## src/rtl/botones_pkg.sv

```systemverilog
// Shared constants for the pushbutton conditioner: default timings, button
// indices into the 4-bit vectors and the auto-repeat state encoding.
package botones_pkg;

  localparam int DEBOUNCE_CYCLES_DEF = 500000;
  localparam int REPEAT_DELAY_DEF    = 25000000;
  localparam int REPEAT_PERIOD_DEF   = 5000000;

  localparam int UP   = 0;
  localparam int DOWN = 1;
  localparam int TC   = 2;
  localparam int LP   = 3;

  typedef enum logic [1:0] {
    IDLE   = 2'd0,
    WAIT   = 2'd1,
    REPEAT = 2'd2
  } rep_state_e;

  // The repeat counter only ever has to reach the larger of the two intervals minus one.
  function automatic int rep_cnt_width(input int delay, input int period);
    return $clog2((delay > period) ? delay : period);
  endfunction

endpackage

```

## src/rtl/acondicionador_botones_antirrebote.sv

```systemverilog
// One button channel: two-flop synchroniser, stable-count debounce and a
// rising-edge strobe of the debounced level (the caller registers the strobe).
module antirrebote
  import botones_pkg::*;
#(
  parameter int DEBOUNCE_CYCLES = DEBOUNCE_CYCLES_DEF
) (
  input  logic Clk,
  input  logic reset,
  input  logic raw,
  output logic level,
  output logic rise
);

  localparam int CW = $clog2(DEBOUNCE_CYCLES);
  localparam logic [CW-1:0] CNT_LAST = CW'(DEBOUNCE_CYCLES - 1);

  logic [1:0]    sync_reg;
  logic          level_reg;
  logic          level_next;
  logic          level_d_reg;
  logic [CW-1:0] cnt_reg;
  logic [CW-1:0] cnt_next;

  // The counter only runs while the synced input disagrees with the accepted
  // level, so any agreeing cycle restarts the stability window.
  always_comb begin
    level_next = level_reg;
    cnt_next   = '0;
    if (sync_reg[1] != level_reg) begin
      if (cnt_reg == CNT_LAST) begin
        level_next = ~level_reg;
      end else begin
        cnt_next = cnt_reg + 1'b1;
      end
    end
  end

  always_ff @(posedge Clk) begin
    if (reset) begin
      sync_reg    <= '0;
      level_reg   <= 1'b0;
      level_d_reg <= 1'b0;
      cnt_reg     <= '0;
    end else begin
      sync_reg    <= {sync_reg[0], raw};
      level_reg   <= level_next;
      level_d_reg <= level_reg;
      cnt_reg     <= cnt_next;
    end
  end

  assign level = level_reg;
  assign rise  = level_reg & ~level_d_reg;

endmodule

```

## src/rtl/acondicionador_botones.sv

```systemverilog
// Pushbutton conditioner feeding the chroma control: four debounced channels,
// auto-repeat on Up/Down, Up/Down mutual exclusion, all outputs registered.
module acondicionador_botones #(
  parameter int DEBOUNCE_CYCLES = botones_pkg::DEBOUNCE_CYCLES_DEF,
  parameter int REPEAT_DELAY    = botones_pkg::REPEAT_DELAY_DEF,
  parameter int REPEAT_PERIOD   = botones_pkg::REPEAT_PERIOD_DEF
) (
  input  logic       Clk,
  input  logic       reset,
  input  logic       Up_in,
  input  logic       Down_in,
  input  logic       TC_in,
  input  logic       Lp_in,
  output logic       Up,
  output logic       Down,
  output logic       TC,
  output logic       Lp,
  output logic [3:0] held
);

  import botones_pkg::*;

  localparam int RW = rep_cnt_width(REPEAT_DELAY, REPEAT_PERIOD);
  localparam logic [RW-1:0] DLY_LAST = RW'(REPEAT_DELAY - 1);
  localparam logic [RW-1:0] PER_LAST = RW'(REPEAT_PERIOD - 1);

  logic [3:0] raw_vec;
  logic [3:0] level_vec;
  logic [3:0] rise_vec;
  logic [1:0] rep_fire;
  logic       conflict;
  logic [3:0] out_reg;
  logic [3:0] out_next;

  assign raw_vec  = {Lp_in, TC_in, Down_in, Up_in};
  assign conflict = level_vec[botones_pkg::UP] & level_vec[botones_pkg::DOWN];

  genvar gi;
  generate
    for (gi = 0; gi < 4; gi++) begin : g_btn
      antirrebote #(
        .DEBOUNCE_CYCLES(DEBOUNCE_CYCLES)
      ) u_antirrebote (
        .Clk  (Clk),
        .reset(reset),
        .raw  (raw_vec[gi]),
        .level(level_vec[gi]),
        .rise (rise_vec[gi])
      );
    end

    // Up (0) and Down (1) each get a repeat FSM; a conflict parks both in IDLE
    // and only a fresh press can leave IDLE, so the survivor stays silent.
    for (gi = 0; gi < 2; gi++) begin : g_rep
      rep_state_e    state_reg;
      rep_state_e    state_next;
      logic [RW-1:0] cnt_reg;
      logic [RW-1:0] cnt_next;
      logic          fire;

      always_ff @(posedge Clk) begin
        if (reset) begin
          state_reg <= IDLE;
          cnt_reg   <= '0;
        end else begin
          state_reg <= state_next;
          cnt_reg   <= cnt_next;
        end
      end

      always_comb begin
        state_next = state_reg;
        cnt_next   = '0;
        if (!level_vec[gi] || conflict) begin
          state_next = IDLE;
        end else begin
          case (state_reg)
            IDLE: begin
              if (rise_vec[gi]) state_next = WAIT;
            end
            WAIT: begin
              if (cnt_reg == DLY_LAST) state_next = REPEAT;
              else cnt_next = (cnt_reg == '1) ? cnt_reg : cnt_reg + 1'b1;
            end
            REPEAT: begin
              if (cnt_reg != PER_LAST) cnt_next = (cnt_reg == '1) ? cnt_reg : cnt_reg + 1'b1;
            end
            default: state_next = IDLE;
          endcase
        end
      end

      always_comb begin
        fire = 1'b0;
        if (level_vec[gi] && !conflict) begin
          case (state_reg)
            WAIT:    fire = (cnt_reg == DLY_LAST);
            REPEAT:  fire = (cnt_reg == PER_LAST);
            default: fire = 1'b0;
          endcase
        end
      end

      assign rep_fire[gi] = fire;
    end
  endgenerate

  always_comb begin
    out_next = '0;
    out_next[botones_pkg::UP]   = (rise_vec[botones_pkg::UP] & ~conflict) | rep_fire[0];
    out_next[botones_pkg::DOWN] = (rise_vec[botones_pkg::DOWN] & ~conflict) | rep_fire[1];
    out_next[botones_pkg::TC]   = rise_vec[botones_pkg::TC];
    out_next[botones_pkg::LP]   = rise_vec[botones_pkg::LP];
  end

  always_ff @(posedge Clk) begin
    if (reset) begin
      out_reg <= '0;
    end else begin
      out_reg <= out_next;
    end
  end

  assign Up   = out_reg[botones_pkg::UP];
  assign Down = out_reg[botones_pkg::DOWN];
  assign TC   = out_reg[botones_pkg::TC];
  assign Lp   = out_reg[botones_pkg::LP];
  assign held = level_vec;

endmodule

```

## config.mk

```make
export PLATFORM = sky130hd
export DESIGN_NAME = acondicionador_botones
export DESIGN_NICKNAME = d
export VERILOG_FILES = /design/src/rtl/botones_pkg.sv /design/src/rtl/acondicionador_botones_antirrebote.sv /design/src/rtl/acondicionador_botones.sv
export SDC_FILE = /design/constraint.sdc
export NUM_CORES = 1
export LEC_CHECK = 0
export CAP_MARGIN = 40
export CORE_MARGIN = 2
export CORE_UTILIZATION = 55
export DETAILED_ROUTE_END_ITERATION = 10
export PLACE_DENSITY = 0.72
export REMOVE_ABC_BUFFERS = 1
export SETUP_SLACK_MARGIN = 0.1
export SYNTH_ARGS = -nofsm -noshare
export SYNTH_HDL_FRONTEND = slang
export SYNTH_SLANG_ARGS = --single-unit
```

## constraint.sdc

```tcl
create_clock -name Clk -period 2.37 [get_ports Clk]
set_clock_uncertainty 0.2 [all_clocks]
set_input_delay 0.237 -clock Clk [delete_from_list [all_inputs] [get_ports Clk]]
set_output_delay 0.237 -clock Clk [all_outputs]
set_load 0.03 [all_outputs]
```

After elaboration in Yosys (flattened, before gate mapping)
Cells that the tools add are included.
{"block": "op_classes", "n_addsub": 6, "eq_ne": 24, "mux": 18, "n_bitwise": 24, "n_reduce_logical": 21}
{"operator": "two-way mux 25 bit", "n": 6}
{"operator": "equality test 25 bit, second input constant", "n": 4}
{"operator": "case mux 25 bit (2 select lines)", "n": 2}
{"operator": "adder 19 x 1 -> 19 bit, second input constant", "n": 4}
{"operator": "equality test 19 bit, second input constant", "n": 4}
{"operator": "adder 25 x 1 -> 25 bit, second input constant", "n": 2}
{"operator": "equality test 25 x 23 -> 1 bit, second input constant", "n": 2}
{"operator": "inequality test 25 x 23 -> 1 bit, second input constant", "n": 2}
{"operator": "inverter 1 bit", "n": 15}
{"operator": "case mux 2 bit (3 select lines)", "n": 2}
{"operator": "OR reduction 3 bit", "n": 4}
{"operator": "two-way mux 2 bit", "n": 4}
{"operator": "AND reduction 2 bit", "n": 4}
{"operator": "bitwise AND 1 bit", "n": 7}
{"operator": "AND reduction 3 bit", "n": 2}
{"operator": "equality test 2 x 1 -> 1 bit, second input constant", "n": 2}
{"operator": "equality test 2 bit, second input constant", "n": 2}
{"operator": "zero test 2 bit", "n": 2}
{"operator": "inequality test 1 bit", "n": 4}
{"operator": "inequality test 2 x 1 -> 1 bit, second input constant", "n": 2}
{"operator": "inequality test 2 bit, second input constant", "n": 2}
{"operator": "case mux 1 bit (2 select lines)", "n": 2}
{"operator": "OR reduction 2 bit", "n": 2}
{"operator": "zero test 1 bit", "n": 3}
{"operator": "4 further kinds", "n": 8}
{"block": "word_totals", "register_bits": 150, "input_bits": 6, "out_inout_bits": 8, "word_cells": 114}

Logic depth before layout (Yosys ltp)
{"block": "depth", "ltp_word": 5, "ltp_mapped": 8, "ltp_nobuf": 6}

Modules after synthesis
A second synthesis with hierarchy kept.
{"block": "hier_totals", "cells_unflattened": 825, "hier_area_um2": 7284.5}
{"module": "antirrebote", "instances": 4, "cells_per_inst": 111, "area_each_um2": 1028.5, "seq_area_each_um2": 460.4}
{"module": "acondicionador_botones", "instances": 1, "cells_per_inst": 381, "area_each_um2": 3170.5, "seq_area_each_um2": 1161.1}

Least setup slack after synthesis
Ideal clock, no wire load.
{"block": "synth_timing", "kind": "register to register", "startpoint": "register g_rep[1].cnt_reg[6]", "endpoint": "register g_rep[1].cnt_reg[6]", "setup_ps": 116, "arrival_time_ps": 1861, "required_ps": 2054, "setup_slack_ps": 193, "path_stages_with_launch": 7, "path_buffers": 1, "period_less_slack_ps": 2177, "path_cell_list": "dfxtp_1 -> or4b_2 -> nor3_2 -> a41oi_1 -> o21bai_2 -> buf_4 -> nor2_1"}
{"block": "synth_via", "elab_chain_cells": 4, "word_cells_on_any_way": 8, "cone_classes": "1 x add/sub; 3 x eq/ne; 4 x mux"}
{"element": "start, declared", "line": "acondicionador_botones.sv:57", "text": "logic [RW-1:0] cnt_reg;"}
{"element": "start signal, assigned", "line": "acondicionador_botones.sv:67", "text": "cnt_reg <= cnt_next;"}
{"element": "adder 25 x 1 -> 25 bit or equality test 25 bit (tied branches)", "line": "acondicionador_botones.sv:83, acondicionador_botones.sv:86"}
{"element": "two-way mux 25 bit", "line": "acondicionador_botones.sv:83, acondicionador_botones.sv:86"}
{"element": "two-way mux 25 bit, on equally long branches", "line": "acondicionador_botones.sv:86, acondicionador_botones.sv:82"}
{"element": "case mux 25 bit (2 select lines) *", "line": "acondicionador_botones.sv:77", "text": "case (state_reg)"}
Every way passes the cells marked *; elsewhere a longest branch is shown, timed or not.
A chain may end at the register's enable or synchronous reset.

Worst setup path after layout
{"block": "layout_timing", "startpoint": "register g_rep[1].cnt_reg[7]", "endpoint": "register g_rep[1].cnt_reg[17]"}
The elaborated chain is that of the path after synthesis.

==> results.toml <==
[outcome]
status = "completed"

[grt]
grt_pass1_wl_mm = 23.8
grt_max_degree = 26
grt-ovfl-total = 0
grt_antenna_before_repair = 0
grt_usage = 0.221
grt_pass1_vias = 5274

[floorplanning]
fp.dieW_um = 115
dieArea_mm2 = 0.0133
start_util = 0.564
std_cell_rows = 40
die_h_um = 115
core_area_mm2 = 0.0121
pin_count = 14

[clock_tree]
cts_tree = "yes"
clockBufferDepth = 2
cts_hold_buf = 0
clock_latency_ps = 430
cts_sinks = 150
cts-root-buf = "clkbuf_16"
cts-htree-levels = 4
path_clk_slew_ps = 60
cts_inserted_buffers = 17

[timing]
worst_slew_pin_slew_ps = 580
finalSetupTns_ps = 0
hold_violations = 0
slew_headroom = 0.610
slew_violations = 0
fin_crit_sh = 0.961
max_freq_mhz = 439
fin_crit_ps = 2280
grt_setup_unrepaired = "true"
setup_viol_count_final = 0

[power]
powerDensity_mw_per_mm2 = 624
ir_drop_v = 0.000511
p_leak_nw = 2.49

[synthesis]
synth.distinct_cells = 55
yosys_most_used_dff = "dfxtp_1"
synth_async_sr_flop_share = 0
synth-xor-area-share = 0.129
synthAdderAreaFrac = 0.0221
synth-edff-count = 0
synthSimpleGateAreaFrac = 0.302
synth_seq_cells = 150
synth_compound_area_frac = 0.0666
syn-cell-area_mm2 = 0.00680
yosys_warnings = 0
synth_top_family_by_area = "simple AND/OR/NAND/NOR gates"
postSynthAreaPerCell_um2 = 8.67
muxShareOfSynthArea = 0.00883
ys_seq_area_frac = 0.442
synthCells = 784

[layout]
fin_util = 0.669
design_area_mm2 = 0.00807
largest_register_ffs = 76
diodes = 0
drive_above_1_share = 0.125
nFillCells = 967
final_nets = 848
area_growth_syn_to_layout_pct = 18.7

[critical_path]
end_kind = "flop"
r2r-end = "g_rep[1].cnt_reg[17]"
startpoint = "g_rep[1].cnt_reg[7]"
crit_required_ps = 2480
worstSetupPathType = "reg -> reg"
rr_startpoint = "g_rep[1].cnt_reg[7]"
start_kind = "flop"
arrival_ps = 2390
worst-r2r-cell-count = 5
crit_path_end = "g_rep[1].cnt_reg[17]"
critPathMaxFanout = 5
reg2reg_setup_slack_ps = 90

[route]
ant_nets = 0
viasPerCell = 5.64
wl_per_cell_um = 14.4
drt_iter0_drc = 408
drc_errors = 0
routed_wl_mm = 14.6
dr.pass1.iters = 7
vias = 5696

[place]
place_congestion = 0.846
dp_hpwl_mm = 9.40
dpl-instance-area_mm2 = 0.00725
port_buffers = 13

[run]
drv_cap = 0

[worst_hold_path]
min-delay-path-class = "in -> reg"
## metal layers
metal | vias to the layer above | part of all wire | track usage
met2 | 130 | 0.51 | 0.381
met3 | 35 | 0.038 | 0.0548
met5 | - | 0 | 0
li1 | 2829 | - | -
met1 | 2702 | 0.43 | 0.266
met4 | 0 | 0.022 | 0.0884
## Yosys cell counts, types with 14 or more instances
library cell,count,share of area
dfxtp_1,150,0.44
a21oi_1,22,0.016
xnor2_1,56,0.072
nand3_1,49,0.036
nor3_1,23,0.017
nor2b_1,14,0.013
nand2_1,34,0.019
nand4_1,35,0.032
nor2_1,150,0.083
xor2_1,44,0.057
and3_1,14,0.013
o21ai_0,21,0.015
or3_1,17,0.016
inv_1,23,0.013
## repair_timing
item	4_1_cts	5_1_grt
hold endpoints to repair	0	0
pin swaps	0	1
buffers inserted	0	8
cloned	0	3
resized for setup	3	35
setup endpoints to repair	25	89
## where the power goes
| part | switching, W | total (W) | internal (W) | leakage (nW) |
|---|---|---|---|---|
| sequential | 0.00000441 | 0.00253 | 0.00253 | 1.21 |
| clock | 0.00100 | 0.00246 | 0.00146 | 0.257 |
| combinational | 0.0000200 | 0.0000384 | 0.0000184 | 1.02 |
| total | 0.00103 | 0.00504 | 0.00401 | 2.49 |
## through the flow
step / cells / worst slack, ps / power [W] / hold slack (ps)
floorplan: 760 / -46.8 / 0.00260 / 109
global placement: 968 / 140 / 0.00263 / 172
detailed placement: 968 / 41.8 / 0.00263 / 178
CTS: 999 / 109 / 0.00507 / 168
global route: 1010 / -23.7 / 0.00518 / 176
finish: 1010 / 93.5 / 0.00504 / 178
## how the worst min path moves through the flow
stage / depth (start not counted) / endpoint / start
final: 2 / g_btn[2].u_antirrebote.sync_reg[0] / TC_in
after global routing: 2 / g_btn[1].u_antirrebote.sync_reg[0] / Down_in
after CTS: 2 / g_btn[2].u_antirrebote.sync_reg[0] / TC_in
after detailed placement: 1 / out_reg[2] / g_btn[2].u_antirrebote.level_d_reg
after global placement: 1 / out_reg[2] / g_btn[2].u_antirrebote.level_d_reg
after floorplan: 1 / g_btn[0].u_antirrebote.sync_reg[0] / reset
## cell families (layout without fill, tap and decap cells)
logic type | after synthesis | in the layout
and+or+nand+nor | 396 | 396
xor gates and xnor gates | 100 | 100
buffers and inverters | 47 | 105
muxes | 6 | 6
adders and majority gates | 12 | 12
AOI/OAI and AO/OA | 73 | 73
DFF | 150 | 150
## area by class of cell
cell class | instances | area [um2] | area share
Inverter | 23 | 86.3 | 0.0107
Tap cell | 168 | 210 | 0.0261
Timing Repair Buffer | 51 | 479 | 0.0594
Multi-Input combinational cell | 587 | 3740 | 0.463
Sequential cell | 150 | 3020 | 0.374
Clock inverter | 8 | 77.6 | 0.00962
Clock buffer | 23 | 458 | 0.0568
## cells in the final DEF (no fill, tap or decap), types with 14 or more instances in the layout
cell type	instances
nand4_1	35
nor2b_1	14
nand2_1	34
nor2_1	149
clkbuf_16	19
xnor2_1	56
nor3_1	23
buf_4	33
dfxtp_1	142
inv_1	23
a21oi_1	21
o21ai_0	19
xor2_1	44
nand3_1	49
## worst max-delay path: stages (launching register included)
cell      delay, ps
dfxtp_1         430
nand4_1         250
or4_1           640
a211oi_1        400
xnor2_1         190
nor2_1           50
Note: power is estimated with default switching activity, not from simulation.
